$ cat src/rtl/result_accumulator.sv
// Element-wise accumulator for systolic multiplier result blocks: sums NUM_TILES
// partial blocks, then streams the finished tile out row-major over valid/ready.
module result_accumulator #(
   parameter int DATA_W    = 16,
   parameter int ROWS      = 2,
   parameter int COLS      = 2,
   parameter int NUM_TILES = 4
) (
   input  logic                          clk,
   input  logic                          rst,
   input  logic                          clear,
   input  logic                          done_in,
   input  logic [ROWS*COLS*DATA_W-1:0]   block_in,
   output logic                          acc_ready,
   output logic                          out_valid,
   input  logic                          out_ready,
   output logic [DATA_W-1:0]             out_data,
   output logic                          out_last,
   output logic [7:0]                    tile_cnt,
   output logic                          overflow,
   output logic                          err_drop
);

   localparam int N     = ROWS * COLS;
   localparam int IDX_W = (N > 1) ? $clog2(N) : 1;

   typedef enum logic {ACCUM, DRAIN} state_t;

   state_t               state, state_next;
   logic [DATA_W-1:0]    acc [N];
   logic [DATA_W:0]      sum [N];
   logic                 done_prev;
   logic [IDX_W-1:0]     out_idx;
   logic                 capture, xfer, last_xfer, tile_full, any_carry;

   // Capture is a rising edge of the level done flag; sums keep the carry bit
   always_comb begin
      capture   = done_in & ~done_prev;
      xfer      = (state == DRAIN) & out_ready;
      last_xfer = xfer && (out_idx == IDX_W'(N - 1));
      tile_full = ((tile_cnt + 8'd1) == 8'(NUM_TILES));
      any_carry = 1'b0;
      for (int e = 0; e < N; e++) begin
         sum[e]    = {1'b0, acc[e]} + {1'b0, block_in[e*DATA_W +: DATA_W]};
         any_carry = any_carry | sum[e][DATA_W];
      end
   end

   always_comb begin
      state_next = state;
      acc_ready  = 1'b0;
      out_valid  = 1'b0;
      out_data   = '0;
      out_last   = 1'b0;
      case (state)
         ACCUM: begin
            acc_ready = 1'b1;
            if (capture && tile_full)
               state_next = DRAIN;
         end
         DRAIN: begin
            out_valid = 1'b1;
            out_data  = acc[out_idx];
            out_last  = (out_idx == IDX_W'(N - 1));
            if (last_xfer)
               state_next = ACCUM;
         end
         default: state_next = ACCUM;
      endcase
      if (clear)
         state_next = ACCUM;
   end

   always_ff @(posedge clk or posedge rst) begin
      if (rst)
         state <= ACCUM;
      else
         state <= state_next;
   end

   // Captures arriving outside ACCUM never touch the sums; they only flag err_drop
   always_ff @(posedge clk or posedge rst) begin
      if (rst) begin
         for (int e = 0; e < N; e++)
            acc[e] <= '0;
         done_prev <= 1'b0;
         tile_cnt  <= '0;
         out_idx   <= '0;
         overflow  <= 1'b0;
         err_drop  <= 1'b0;
      end else begin
         done_prev <= done_in;
         if (clear) begin
            for (int e = 0; e < N; e++)
               acc[e] <= '0;
            tile_cnt <= '0;
            out_idx  <= '0;
            overflow <= 1'b0;
            err_drop <= 1'b0;
         end else begin
            case (state)
               ACCUM: begin
                  if (capture) begin
                     for (int e = 0; e < N; e++)
                        acc[e] <= sum[e][DATA_W-1:0];
                     if (any_carry)
                        overflow <= 1'b1;
                     tile_cnt <= tile_cnt + 8'd1;
                  end
               end
               DRAIN: begin
                  if (capture)
                     err_drop <= 1'b1;
                  if (last_xfer) begin
                     for (int e = 0; e < N; e++)
                        acc[e] <= '0;
                     tile_cnt <= '0;
                     out_idx  <= '0;
                  end else if (xfer) begin
                     out_idx <= out_idx + IDX_W'(1);
                  end
               end
               default: ;
            endcase
         end
      end
   end

endmodule

$ cat config.mk
export PLATFORM = sky130hd
export DESIGN_NAME = result_accumulator
export DESIGN_NICKNAME = d
export VERILOG_FILES = /design/src/rtl/result_accumulator.sv
export SDC_FILE = /design/constraint.sdc
export NUM_CORES = 1
export LEC_CHECK = 0
export ABC_AREA = 0
export BUFFER_PORTS_ARGS = -buffer_cell sky130_fd_sc_hd__clkbuf_2
export CORE_UTILIZATION = 59
export DETAILED_ROUTE_END_ITERATION = 8
export GPL_TIMING_DRIVEN = 0
export PLACE_DENSITY = 0.78
export SLEW_MARGIN = 10
export SYNTH_ARGS = -nofsm -noshare
export SYNTH_HDL_FRONTEND = slang
export SYNTH_SLANG_ARGS = --single-unit
$ cat constraint.sdc
create_clock -name clk -period 2.4 [get_ports clk]
set_input_delay 0 -clock clk [delete_from_list [all_inputs] [get_ports clk]]
set_output_delay 0 -clock clk [all_outputs]
set_load 0.005 [all_outputs]
==> impl_metrics.xml <==
<?xml version="1.0" encoding="UTF-8"?>
<metrics>
  <group name="die">
    <metric name="die_height" unit="µm">107</metric>
    <metric name="io_pins" unit="">98</metric>
    <metric name="initial_utilization" unit="%">61.6</metric>
    <metric name="core_box_area" unit="µm²">10500</metric>
    <metric name="floorplan.rows" unit="">37</metric>
    <metric name="die_area" unit="µm²">11400</metric>
    <metric name="die_x" unit="µm">107</metric>
  </group>
  <group name="final_layout">
    <metric name="insertedDiodeCount" unit="">0</metric>
    <metric name="sequential_cell_area" unit="µm²">1950</metric>
    <metric name="most_frequent_standard_cell_in_the_layout_excluding_fill_and_tap_cells" unit="">clkbuf_2</metric>
    <metric name="finalCoreUtilization" unit="%">72.9</metric>
    <metric name="commonest_cells_after_routing_fill_and_taps_aside" unit="">103 x clkbuf_2, 90 x nand2_1, 85 x o21ai_0, 78 x dfrtp_1, 62 x ha_1</metric>
    <metric name="multi_input_comb_area" unit="µm²">4440</metric>
    <metric name="num-nets-final" unit="">990</metric>
    <metric name="area.growth.synth_to_final" unit="%">18.2</metric>
    <metric name="fill_cell_total_of_the_finished_layout" unit="">844</metric>
    <metric name="drive_above_1_share" unit="%">21.3</metric>
  </group>
  <group name="setup_path">
    <metric name="startpoint_type" unit="">flop</metric>
    <metric name="critPathMaxFanout" unit="">5</metric>
    <metric name="cpMaxStageDelayCell" unit="">fa_1</metric>
    <metric name="criticalPathCategory" unit="">flop to flop</metric>
    <metric name="required" unit="ps">2690</metric>
    <metric name="timing.critical_path.arrival" unit="ps">2630</metric>
    <metric name="path_cells" unit="">ha_1, inv_1, fa_1, nor2b_2, o31ai_2, a21oi_2, a221oi_1, xor2_1, o21ai_0</metric>
    <metric name="crit_path_max_incr_delay" unit="ps">430</metric>
    <metric name="critical_path.endpoint_type" unit="">flop</metric>
  </group>
  <group name="timing">
    <metric name="finalSetupViolations" unit="">0</metric>
    <metric name="worst_pin_slew" unit="ps">656</metric>
    <metric name="final.setup_skew" unit="ps">6.27</metric>
    <metric name="worst_hold_slack" unit="ps">3.58</metric>
    <metric name="final_max_slew_viol_count" unit="">0</metric>
    <metric name="final.min_clock_period" unit="ps">2340</metric>
    <metric name="max_freq" unit="GHz">0.427</metric>
    <metric name="fin_tns_setup" unit="ps">0</metric>
    <metric name="fin_crit_sh" unit="%">97.5</metric>
    <metric name="setup_slack" unit="ps">60.7</metric>
    <metric name="hold_violation_count_in_the_final_report" unit="">0</metric>
    <metric name="worst_slew_margin_rel" unit="%">56.2</metric>
  </group>
  <group name="status">
    <metric name="status" unit="">finished clean</metric>
  </group>
  <group name="clock_tree">
    <metric name="insertion_delay" unit="ps">380</metric>
    <metric name="cts.clk_slew.worst_paths" unit="ps">90</metric>
    <metric name="htree_num_levels" unit="">3</metric>
    <metric name="clockRootBuffer" unit="">clkbuf_8</metric>
    <metric name="clk_path_buf_depth" unit="">2</metric>
    <metric name="clock_tree_from_tritoncts" unit="">built</metric>
    <metric name="cts_made_buffers" unit="">9</metric>
    <metric name="tritoncts_num_sinks" unit="">78</metric>
  </group>
  <group name="yosys">
    <metric name="yosysTopAreaCellShare" unit="%">30.3</metric>
    <metric name="synthesis.area_per_instance" unit="µm²">8.87</metric>
    <metric name="synthesis.nets" unit="">867</metric>
    <metric name="synth_enable_flop_cells" unit="">0</metric>
    <metric name="synth_async_sr_flop_share" unit="%">100</metric>
    <metric name="post_synthesis_cell_area" unit="µm²">6450</metric>
    <metric name="synth_top_flop_cell" unit="">dfrtp_1</metric>
    <metric name="synth_area_leaders" unit="">dfrtp_1 30%, ha_1 13%, o21ai_0 6.9%, mux4_2 5.6%, nand2_1 5.2%</metric>
    <metric name="synth_cell_types" unit="">62</metric>
    <metric name="ys.warnings.count" unit="">0</metric>
    <metric name="netlist_instances" unit="">727</metric>
    <metric name="synth.yosys.seq_area_share" unit="%">30.3</metric>
    <metric name="ys_ff_latch" unit="">78</metric>
    <metric name="synth_largest_area_cell" unit="">dfrtp_1</metric>
  </group>
  <group name="job">
    <metric name="drv.max_cap_violation_count" unit="">0</metric>
  </group>
  <group name="hold_path">
    <metric name="hold_class" unit="">input port to flop</metric>
  </group>
  <group name="global_routing">
    <metric name="grt-ovfl-total" unit="">0</metric>
    <metric name="grt_max_degree" unit="">64</metric>
    <metric name="grt_pass1_vias" unit="">6028</metric>
    <metric name="grt_antenna_before_repair" unit="">0</metric>
    <metric name="gr-usage-all-layers" unit="%">35.6</metric>
    <metric name="global_route_wire_length_before_repair" unit="µm">30500</metric>
  </group>
  <group name="power">
    <metric name="report.power.total" unit="W">0.00386</metric>
    <metric name="total_leakage_power" unit="nW">3.60</metric>
    <metric name="power_per_cell_area" unit="nW/µm²">507</metric>
    <metric name="worst_ir_drop_vdd" unit="mV">0.397</metric>
  </group>
  <group name="route">
    <metric name="wl_per_cell" unit="µm">19.5</metric>
    <metric name="route.detailed.vias_per_inst" unit="">6.29</metric>
    <metric name="drt_first_iter_violations" unit="">422</metric>
    <metric name="remaining_drc_errors" unit="">0</metric>
    <metric name="vias_post_dr" unit="">6229</metric>
    <metric name="detail_route.first_pass.iterations" unit="">5</metric>
    <metric name="postRouteWirelength" unit="µm">19400</metric>
    <metric name="ant_nets" unit="">0</metric>
  </group>
  <group name="placement">
    <metric name="dp_hpwl" unit="µm">14700</metric>
    <metric name="port_buffers" unit="">97</metric>
    <metric name="detailedPlace.worstSlack" unit="ps">-230</metric>
    <metric name="routabilityCongestion" unit="">0.921</metric>
  </group>
</metrics>
==> registers in the layout, summed over array words and instances (netlist names) <==
signal	flops
state	1
acc	64
done_prev	1
tile_cnt	8
overflow	1
err_drop	1
out_idx	2
==> cells by family (layout without fill, tap and decap cells) <==
kind of cell               Yosys count  count (layout)  synth area share [%]
adders and majority gates           71              71                  14.2
xor gates and xnor gates            43              43                  5.84
DFF                                 78              78                  30.3
buffers and inverters               53             181                  3.14
AOI/OAI and AO/OA                  257             257                  25.9
and+or+nand+nor                    208             208                  14.9
muxes                               17              17                  5.74
==> Yosys cell counts, types with 2 or more instances <==
master    count
nand2_1      90
o21ai_0      89
dfrtp_1      78
ha_1         67
a21oi_1      49
nor2_1       33
inv_1        26
xor2_1       23
a21o_1       22
and2_1       22
clkbuf_1     20
xnor2_1      20
mux4_2       16
nand3_1      16
nor3_1       16
a211oi_1     11
a22o_1       10
o21a_1       10
o21bai_1      9
o31ai_1       8
and3_1        7
a31oi_1       6
a32o_1        6
nor2b_1       6
o211ai_1      5
or3_1         5
buf_1         4
fa_1          4
nand2b_1      4
buf_2         3
o41ai_1       3
a21bo_2       2
a21boi_0      2
a221oi_1      2
nand4_1       2
nor4_1        2
o211a_1       2
o221ai_1      2
o32ai_1       2
==> worst paths after layout <==
path | startpoint | end | slack [ps] | cells past startpoint
hold reg to reg | acc[57] | acc[57] | 530 | 2
setup / recovery | acc[48] | acc[60] | 60 | 9
max in group asynchronous | rst | acc[62] | 1710 | 4
setup reg to reg | acc[48] | acc[60] | 60 | 9
hold / removal | block_in[48] | acc[0] | 4 | 3
min in group asynchronous | rst | acc[9] | 100 | 3
==> layout make-up <==
cell class / count / area share, %
sequential: 78 / 25.6
multi-input combinational: 596 / 58.2
clock inverter: 4 / 0.919
tap: 136 / 2.23
clock buffer: 12 / 1.90
inverter: 26 / 1.31
buffer: 27 / 1.54
timing repair buffer: 112 / 8.30
==> metrics by stage <==
| stage | instance area, µm² | std cells |
|---|---|---|
| 5_1_grt | 7620 | 991 |
| 3_3_place_gp | 7110 | 960 |
| 6_report | 7620 | 991 |
| 4_1_cts | 7470 | 985 |
| 2_1_floorplan | 6450 | 727 |
| 3_5_place_dp | 7140 | 961 |
==> repair_timing <==
action                                 in CTS  in global routing
gates resized for setup                    14                 34
buffers inserted                            2                  6
setup endpoints to repair                  26                 53
endpoints found under the hold margin      84                  0
hold buffers                                6                  0
pin swaps                                   2                  7
==> per-layer routing <==
layer  global-route usage (%)  part of all wire (%)  vias to the layer above
met5                        0                     0                        -
met4                     18.6                   4.0                        0
met3                     4.78                   6.6                       56
met2                     56.4                    47                      260
met1                     47.8                    42                     2968
li1                         -                     -                     2945
==> power by group <==
part | switching, W | leakage, nW | internal [W]
logic | 0.000679 | 2.43 | 0.000520
clock network | 0.000550 | 0.110 | 0.000613
registers | 0.0000990 | 1.06 | 0.00140
==> worst max-delay path, delay by kind of cell, from the launching register on <==
kind / cells / cell delay (ps)
AOI/OAI and AO/OA: 4 / 740
DFF: 1 / 400
buffers and inverters: 1 / 90
and+or+nand+nor: 1 / 180
xor gates and xnor gates: 1 / 170
adders and majority gates: 2 / 680
(Power assumes the default switching activity.)
